<file path="config.mk">
export PLATFORM = sky130hd
export DESIGN_NAME = sc_stream_decoder
export DESIGN_NICKNAME = d
export VERILOG_FILES = /design/src/rtl/sc_pkg.sv /design/src/rtl/sc_window_counter.sv /design/src/rtl/sc_stream_decoder.sv
export SDC_FILE = /design/constraint.sdc
export NUM_CORES = 1
export LEC_CHECK = 0
export ABC_AREA = 1
export CAP_MARGIN = 10
export CORE_ASPECT_RATIO = 0.75
export CORE_UTILIZATION = 50
export CTS_CLUSTER_SIZE = 30
export DETAILED_ROUTE_END_ITERATION = 7
export PLACE_DENSITY = 0.7
export SLEW_MARGIN = 20
export SYNTH_ARGS = -nofsm -noshare
export SYNTH_HDL_FRONTEND = slang
export SYNTH_SLANG_ARGS = --single-unit
export TNS_END_PERCENT = 1
</file>
<file path="constraint.sdc">
create_clock -name clkB -period 12.7 [get_ports clkB]
set_clock_uncertainty 0.15 [all_clocks]
set_input_delay 2.54 -clock clkB [delete_from_list [all_inputs] [get_ports clkB]]
set_output_delay 2.54 -clock clkB [all_outputs]
set_load 0.01 [all_outputs]
</file>
<file path="src/rtl/sc_pkg.sv">
// Shared definitions for the stochastic-computing datapath: default widths
// used by the number generator, the adder and the stream decoder, plus the
// decoder's state encoding.
package sc_pkg;

    // log2 of the decoding window (window = 256 valid stream bits)
    localparam int SC_LEN_W = 8;
    // Width of the nummax scale and of the decoded binary value
    localparam int SC_NUM_W = 9;

    // Stream decoder control states
    typedef enum logic [1:0] {
        ST_IDLE  = 2'd0,
        ST_ACC   = 2'd1,
        ST_SCALE = 2'd2,
        ST_DONE  = 2'd3
    } sc_state_e;

    // Even parity over a sample/ones counter value, available to checkers
    // that want a cheap integrity signature of the window state.
    function automatic logic cnt_parity(input logic [SC_LEN_W:0] val);
        cnt_parity = ^val;
    endfunction

endpackage

</file>
<file path="src/rtl/sc_window_counter.sv">
// Window counter for the stream decoder: counts valid samples and the ones
// among them over a window of 2^LEN_W valid bits. The sample counter is one
// bit wider than the window index so it can hold the full window size and
// never wraps; once the window is full further enables are ignored.
module sc_window_counter
    import sc_pkg::*;
#(
    parameter int LEN_W = SC_LEN_W
) (
    input  logic             clk_i,
    input  logic             rst_i,
    input  logic             clear_i,
    input  logic             sample_en_i,
    input  logic             bit_i,
    output logic [LEN_W:0]   ones_o,
    output logic             window_done_o
);

    localparam logic [LEN_W:0] CNT_ZERO    = {(LEN_W+1){1'b0}};
    localparam logic [LEN_W:0] CNT_ONE     = {{LEN_W{1'b0}}, 1'b1};
    localparam logic [LEN_W:0] LAST_SAMPLE = {1'b0, {LEN_W{1'b1}}};

    logic [LEN_W:0] samples_q;
    logic [LEN_W:0] samples_d;
    logic [LEN_W:0] ones_q;
    logic [LEN_W:0] ones_d;

    // Next-state of the counters: clear wins, otherwise count accepted samples
    always_comb begin
        samples_d = samples_q;
        ones_d    = ones_q;
        if (clear_i) begin
            samples_d = CNT_ZERO;
            ones_d    = CNT_ZERO;
        end else if (sample_en_i && !samples_q[LEN_W]) begin
            samples_d = samples_q + CNT_ONE;
            ones_d    = ones_q + {{LEN_W{1'b0}}, bit_i};
        end else begin
            samples_d = samples_q;
            ones_d    = ones_q;
        end
    end

    // Counter registers, cleared by the asynchronous reset
    always_ff @(posedge clk_i or posedge rst_i) begin
        if (rst_i) begin
            samples_q <= CNT_ZERO;
            ones_q    <= CNT_ZERO;
        end else begin
            samples_q <= samples_d;
            ones_q    <= ones_d;
        end
    end

    assign ones_o = ones_q;

    // High in the cycle whose sample completes the window
    assign window_done_o = sample_en_i && (samples_q == LAST_SAMPLE);

endmodule

</file>
<file path="src/rtl/sc_stream_decoder.sv">
// Stochastic-to-binary stream decoder. After an accepted start it counts the
// ones in the next 2^LEN_W valid stream bits, multiplies that count by the
// nummax latched at start, and presents count and ones*nummax/2^LEN_W with a
// one-cycle done pulse. The product register doubles as the value holding
// register, so value appears in the same cycle as done and holds until the
// next conversion completes.
module sc_stream_decoder
    import sc_pkg::*;
#(
    parameter int LEN_W = SC_LEN_W,
    parameter int NUM_W = SC_NUM_W
) (
    input  logic             clkB,
    input  logic             rst,
    input  logic             start,
    input  logic [NUM_W-1:0] nummax_in,
    input  logic             bit_in,
    input  logic             bit_valid,
    output logic             busy,
    output logic             done,
    output logic [LEN_W:0]   count,
    output logic [NUM_W-1:0] value
);

    localparam int PROD_W = LEN_W + 1 + NUM_W;

    sc_state_e          state_q;
    logic [NUM_W-1:0]   nummax_q;
    logic [PROD_W-1:0]  product_q;
    logic [LEN_W:0]     count_q;
    logic               busy_q;
    logic               done_q;

    logic               clear_s;
    logic               sample_en_s;
    logic [LEN_W:0]     ones_s;
    logic               window_done_s;
    logic [PROD_W-1:0]  product_s;

    // Counter control: clear on an accepted start, count only while accumulating
    always_comb begin
        clear_s     = 1'b0;
        sample_en_s = 1'b0;
        if (state_q == ST_IDLE) begin
            clear_s = start;
        end else if (state_q == ST_ACC) begin
            sample_en_s = bit_valid;
        end else begin
            clear_s     = 1'b0;
            sample_en_s = 1'b0;
        end
    end

    sc_window_counter #(
        .LEN_W (LEN_W)
    ) u_window (
        .clk_i         (clkB),
        .rst_i         (rst),
        .clear_i       (clear_s),
        .sample_en_i   (sample_en_s),
        .bit_i         (bit_in),
        .ones_o        (ones_s),
        .window_done_o (window_done_s)
    );

    // Scaling multiply, full width so no product bit is lost
    always_comb begin
        product_s = PROD_W'(ones_s) * PROD_W'(nummax_q);
    end

    // Control FSM with registered busy/done/count and the product pipeline register
    always_ff @(posedge clkB or posedge rst) begin
        if (rst) begin
            state_q   <= ST_IDLE;
            nummax_q  <= {NUM_W{1'b0}};
            product_q <= {PROD_W{1'b0}};
            count_q   <= {(LEN_W+1){1'b0}};
            busy_q    <= 1'b0;
            done_q    <= 1'b0;
        end else begin
            case (state_q)
                ST_IDLE: begin
                    done_q <= 1'b0;
                    if (start) begin
                        nummax_q <= nummax_in;
                        busy_q   <= 1'b1;
                        state_q  <= ST_ACC;
                    end else begin
                        busy_q  <= 1'b0;
                        state_q <= ST_IDLE;
                    end
                end
                ST_ACC: begin
                    done_q <= 1'b0;
                    busy_q <= 1'b1;
                    if (window_done_s) begin
                        state_q <= ST_SCALE;
                    end else begin
                        state_q <= ST_ACC;
                    end
                end
                ST_SCALE: begin
                    product_q <= product_s;
                    count_q   <= ones_s;
                    done_q    <= 1'b1;
                    busy_q    <= 1'b0;
                    state_q   <= ST_DONE;
                end
                ST_DONE: begin
                    done_q  <= 1'b0;
                    busy_q  <= 1'b0;
                    state_q <= ST_IDLE;
                end
                default: begin
                    done_q  <= 1'b0;
                    busy_q  <= 1'b0;
                    state_q <= ST_IDLE;
                end
            endcase
        end
    end

    assign busy  = busy_q;
    assign done  = done_q;
    assign count = count_q;
    // ones <= 2^LEN_W, so the shifted product always fits in NUM_W bits
    assign value = NUM_W'(product_q >> LEN_W);

endmodule

</file>
==> results of run 1 <==
worst max-delay path, cell delays in order:
cell,delay (ps)
clkdlybuf4s50_1,450
inv_1,40
nor3_2,800
inv_1,670
and3_1,380
layout by cell type, fill, tap and decap left out, drive strengths merged:
master / instances
a21oi: 17
a221oi: 2
and2: 1
and3: 2
and3b: 1
bufinv: 1
clkbuf: 5
clkdlybuf4s50: 33
clkinv: 1
dfrtp: 49
fa: 48
ha: 36
inv: 154
nand2: 198
nand3: 26
nand4: 2
nor2: 23
nor3: 7
o21ai: 25
o21bai: 3
xnor2: 2
xor2: 4
through the flow:
stage                     total power [W]  utilization [%]  worst slack [ps]  cell area, um2
final                            0.000525             58.4              7850            5350
after global routing             0.000568             58.4              7540            5350
after floorplan                  0.000327                -              8510            4790
after global placement           0.000360             56.5              7630            5170
after detailed placement         0.000368             56.5              7520            5170
after CTS                        0.000530             58.4              7840            5350
path summary, 6_finish.rpt:
check / end / depth (start not counted) / slack (ps)
max: u_window.samples_q[5] / 5 / 7850
min: count[5] / 2 / 340
max reg2reg: product_q[13] / 18 / 7890
min reg2reg: count[5] / 2 / 340
max in group asynchronous: nummax_q[2] / 2 / 9300
min in group asynchronous: count[8] / 2 / 2570
power breakdown:
part	internal, W	switching, W	leakage (nW)
clock	0.0000945	0.0000659	0.0848
combinational	0.0000543	0.0000853	2.47
sequential	0.000174	0.0000509	0.652
sequential cells by signal (all words and copies together), names as in the netlist, named ones only:
name                count
product_q               9
nummax_q                9
state_q                 1
busy                    1
count                   9
u_window.samples_q      9
u_window.ones_o         9
done                    1
layer usage:
metal	GRT usage (%)	up-vias
met5	0	-
met4	5.08	0
met3	3.29	5
met2	39.3	96
met1	35.9	1825
li1	-	1872
cell families after synthesis:
logic type | share of synthesized area, %
buffers and inverters | 14.2
AOI/OAI and AO/OA | 5.65
and+or+nand+nor | 23.9
DFF | 25.6
adders and majority gates | 29.5
xor gates and xnor gates | 1.10
area by class of cell:
class / count / area, um2
flip-flops and latches: 49 / 1230
clock buffers: 5 / 125
fillers: 860 / 3810
multi-input cells: 397 / 2880
repair buffers: 33 / 330
inverters: 153 / 578
clock inverters: 3 / 47.5
well taps: 128 / 160
==> metrics.txt, run 1 <==
wire length on met1 5110 um; crit end category flop; Fin. Hold Viols 0; Routed Antenna Nets 0; Post-Place Cells 760; FF+latch count, synth 49; worst-margin pin slew 1070 ps; routed wire length 10,400 um; Crit Path Max Fanout 23; ys flop type dfrtp_1; synthesis-to-finish area growth 11.7%; Critical R2R Launch u_window.ones_o[3]; area leader, netlist dfrtp_1; DR vias/cell 4.95; FP Rows 30; Nets 737; post-route insts no fill 768; setup bufs post-CTS 0; minimum clock period 4850 ps; CTS tree built; post-CTS sizing 0; most numerous cell in the Yosys netlist nand2_1; worst vdd rail ir drop 0.0000554 V; synth warn 0; Max-Cap Viols 0; post-route setup TNS 0 ps; met2 WL 4580 um; number of remaining DRC errors 0; Max-Slew Margin vs Limit 28.2%; Hold Buf Count CTS 0; GPL Wtd Cong 0.841; Final Hold Slack 337 ps; wire length per cell 13.6 um; number of diodes 0; Syn Inst Count 623; fraction of layout cells with a size suffix above 1 4.84%; uppermost layer routed met4; Pwr Density 98.2 mW/mm2; die width 115 um; number of DRC markers in iteration 0 249; effective utilization at floorplan 52.3%; critical path class input pin to flop; clk buf depth 2; clk sink count 49; Synth async-reset ratio 100%; WP data required 12,740 ps; Critical Path Source start; vias in the first global route 3,977; RSZ-0062 raised after global routing false; Synth Cell Area 0.00479 mm2; IO Port Bufs 33; largest net degree at the start of global routing 50; Synth top cells by count nand2_1 (196), inv_1 (150), dfrtp_1 (49); Tcrit/Tclk final 38.2%; Clock Latency Late Sink 300 ps; H-tree Lvls 2; post-synth cell types 33; clk root buf clkbuf_16; gr usage total 24.6%; first-pass GRT wire length 18,900 um; WL met3 680 um; Achievable Freq 0.206 GHz; Die Height 86.7 um; Pre-Repair DR Iteration Count 4; initial antenna violation count 0; core area 0.00916 mm2; Pleak 3.20 nW; post-synthesis net count 721; Vias 3,798; final slew viol count 0; Min-Delay Startpoint count[5]; Worst EP arrival 4890 ps; number of setup violations in the final report 0; Avg Cell Area, Syn 7.68 um2; outcome complete, no violations; full die area 0.00997 mm2; gr ovfl total 0; register area share after synthesis 25.6%; CTS Buf Count 5; leading post-synthesis cells by cell area dfrtp_1 (26%), fa_1 (20%), nand2_1 (15%); dpl hpwl 8040 um; EDFF count, synth 0; area share of the largest cell type after synthesis 25.6%; Critical Path Start Type input pin; Reg clk slew, reported paths 70 ps; num ports 34; Tightest Hold Check Type flop to flop
No activity file was read; power rests on OpenSTA's default activity.
==> run 2: changes to the inputs <==
==> constraint.sdc (replaced) <==
create_clock -name clkB -period 5.05 [get_ports clkB]
set_clock_uncertainty 0.15 [all_clocks]
set_input_delay 1.01 -clock clkB [delete_from_list [all_inputs] [get_ports clkB]]
set_output_delay 1.01 -clock clkB [all_outputs]
set_load 0.01 [all_outputs]
==> run 2 against run 1 <==
  * First-iteration DRC count rose by 12%
  * Die area did not move
  * Non-clock buffer count rose by 1
  * Worst hold slack improved by 3.5 ps
  * Clock power is 140% higher
  * Worst setup slack got worse by 7400 ps
  * Sequential power grew to 2.5 times the previous value
  * Highest routed layer unchanged
  * Utilization hardly changed
==> metrics.txt, run 2 (synthesis gave the netlist of run 1 again) <==
IO Port Bufs 33 (unchanged); full die area 0.00997 mm2 (unchanged); wire length per cell 13.7 um (+0.86%); CTS Buf Count 5 (unchanged); Achievable Freq 0.218 GHz; setup bufs post-CTS 0 (unchanged); Hold Buf Count CTS 0 (unchanged); Clock Latency Late Sink 300 ps (about the same); number of remaining DRC errors 0 (unchanged); largest net degree at the start of global routing 50 (unchanged); dpl hpwl 8220 um (+2.3%); effective utilization at floorplan 52.3% (unchanged); num ports 34 (unchanged); fraction of layout cells with a size suffix above 1 4.84% (-0.0076 points); clk root buf clkbuf_16; gr ovfl total 0 (unchanged); gr usage total 24.6% (+0.054 points); H-tree Lvls 2 (unchanged); Pleak 3.20 nW (about the same); first-pass GRT wire length 18,900 um (-0.11%); commonest non-fill, non-tap cell in the layout nand2_1; Vias 3,806 (+0.21%); FP Rows 30 (unchanged); vias in the first global route 3,937 (-1.0%); final slew viol count 0 (unchanged); Nets 738 (+0.14%); Tcrit/Tclk final 91.0%; critical path class flop to flop; Tightest Hold Check Type flop to flop; clk sink count 49 (unchanged); Pwr Density 245 mW/mm2 (+150%); post-route setup TNS 0 ps (unchanged); Pre-Repair DR Iteration Count 5 (+1); worst vdd rail ir drop 0.000151 V (+170%); number of setup violations in the final report 0 (unchanged); CTS tree built; die width 115 um (unchanged); Reg clk slew, reported paths 70 ps (about the same); core area 0.00916 mm2 (unchanged); synthesis-to-finish area growth 11.8% (about the same); Max-Cap Viols 0 (unchanged); Worst EP arrival 4640 ps (-250 ps); Critical Path Start Type flop; post-CTS sizing 0 (unchanged); Die Height 86.7 um (unchanged); Fin. Hold Viols 0 (unchanged); post-route insts no fill 769 (+0.13%); minimum clock period 4600 ps; number of diodes 0 (unchanged); Max-Slew Margin vs Limit 41.8% (+14 points); clk buf depth 2 (unchanged); crit end category flop; most frequent cells in the layout nand2_1 (196), inv_1 (149), dfrtp_1 (49); Crit Path Max Fanout 15 (-35%); DR vias/cell 4.95 (about the same); number of DRC markers in iteration 0 278 (+12%); Routed Antenna Nets 0 (unchanged); RSZ-0062 raised after global routing false; outcome complete, no violations; WP data required 5090 ps (-7650 ps); worst-margin pin slew 874 ps (-198 ps); GPL Wtd Cong 0.867 (+3.1%); initial antenna violation count 0 (unchanged); Post-Place Cells 761 (+0.13%); routed wire length 10,500 um (+0.99%)
## run 2: changes by cell type in the layout (fill, tap and decap cells not counted)
cell and change:
buf_4 +1, clkbuf_1 +1, clkinv_4 +1, inv_6 -2
## run 2: report_power, final
| part | switching (W) | leakage [nW] | internal (W) |
|---|---|---|---|
| sequential | 0.000132 | 0.652 | 0.000439 |
| combinational | 0.000213 | 2.47 | 0.000136 |
| clock | 0.000157 | 0.0810 | 0.000235 |
| total | 0.000502 | 3.20 | 0.000811 |
## run 2: final timing paths
| check | endpoint | slack [ps] | depth (start not counted) | startpoint |
|---|---|---|---|---|
| worst min-delay path | product_q[15] | 340 | 2 | product_q[15] |
| max in group asynchronous | nummax_q[0] | 3190 | 2 | rst |
| worst max register to register | product_q[13] | 450 | 18 | u_window.ones_o[3] |
| worst min register to register | product_q[15] | 340 | 2 | product_q[15] |
| min in group asynchronous | asynchronous set/reset pin | 1030 | 2 | rst |
| worst max-delay path | product_q[13] | 450 | 18 | u_window.ones_o[3] |
## run 2: layer usage
metal  GRT usage (%)  up-vias  share of wire, %
met1            36.8     1810                50
met5               0        -                 0
li1                -     1869                 -
met3            4.06       15               6.1
met4            4.25        0               1.1
met2            38.1      112                43
## run 2: through the flow
| step | setup WS (ps) | hold slack [ps] | power, W | cell area (um2) | util (%) |
|---|---|---|---|---|---|
| 2_1_floorplan | 860 | 311 | 0.000821 | 4790 | - |
| 3_3_place_gp | 525 | 307 | 0.000914 | 5180 | 56.6 |
| 3_5_place_dp | 494 | 323 | 0.000928 | 5180 | 56.6 |
| 4_1_cts | 477 | 341 | 0.00132 | 5350 | 58.4 |
| 5_1_grt | 208 | 360 | 0.00142 | 5350 | 58.4 |
| 6_report | 452 | 340 | 0.00131 | 5350 | 58.4 |
## run 2: layout make-up
| cell class | count | area, um2 |
|---|---|---|
| Clock buffer | 6 | 129 |
| Clock inverter | 2 | 38.8 |
| Sequential cell | 49 | 1230 |
| Fill cell | 870 | 3810 |
| Inverter | 153 | 578 |
| Timing Repair Buffer | 34 | 338 |
| Multi-Input combinational cell | 397 | 2880 |
| Tap cell | 128 | 160 |
## run 2: critical path, cell delays in order, from the launching register on
cell	delay, ps
dfrtp_1	650
nand2_1	150
fa_1	510
fa_1	500
inv_1	60
fa_1	540
inv_1	60
fa_1	530
inv_1	50
ha_1	310
inv_1	70
o21ai_0	310
a21oi_1	70
o21ai_1	180
nand2_1	110
nand2_1	70
nand2_1	40
nand3_1	60
nand2_1	50
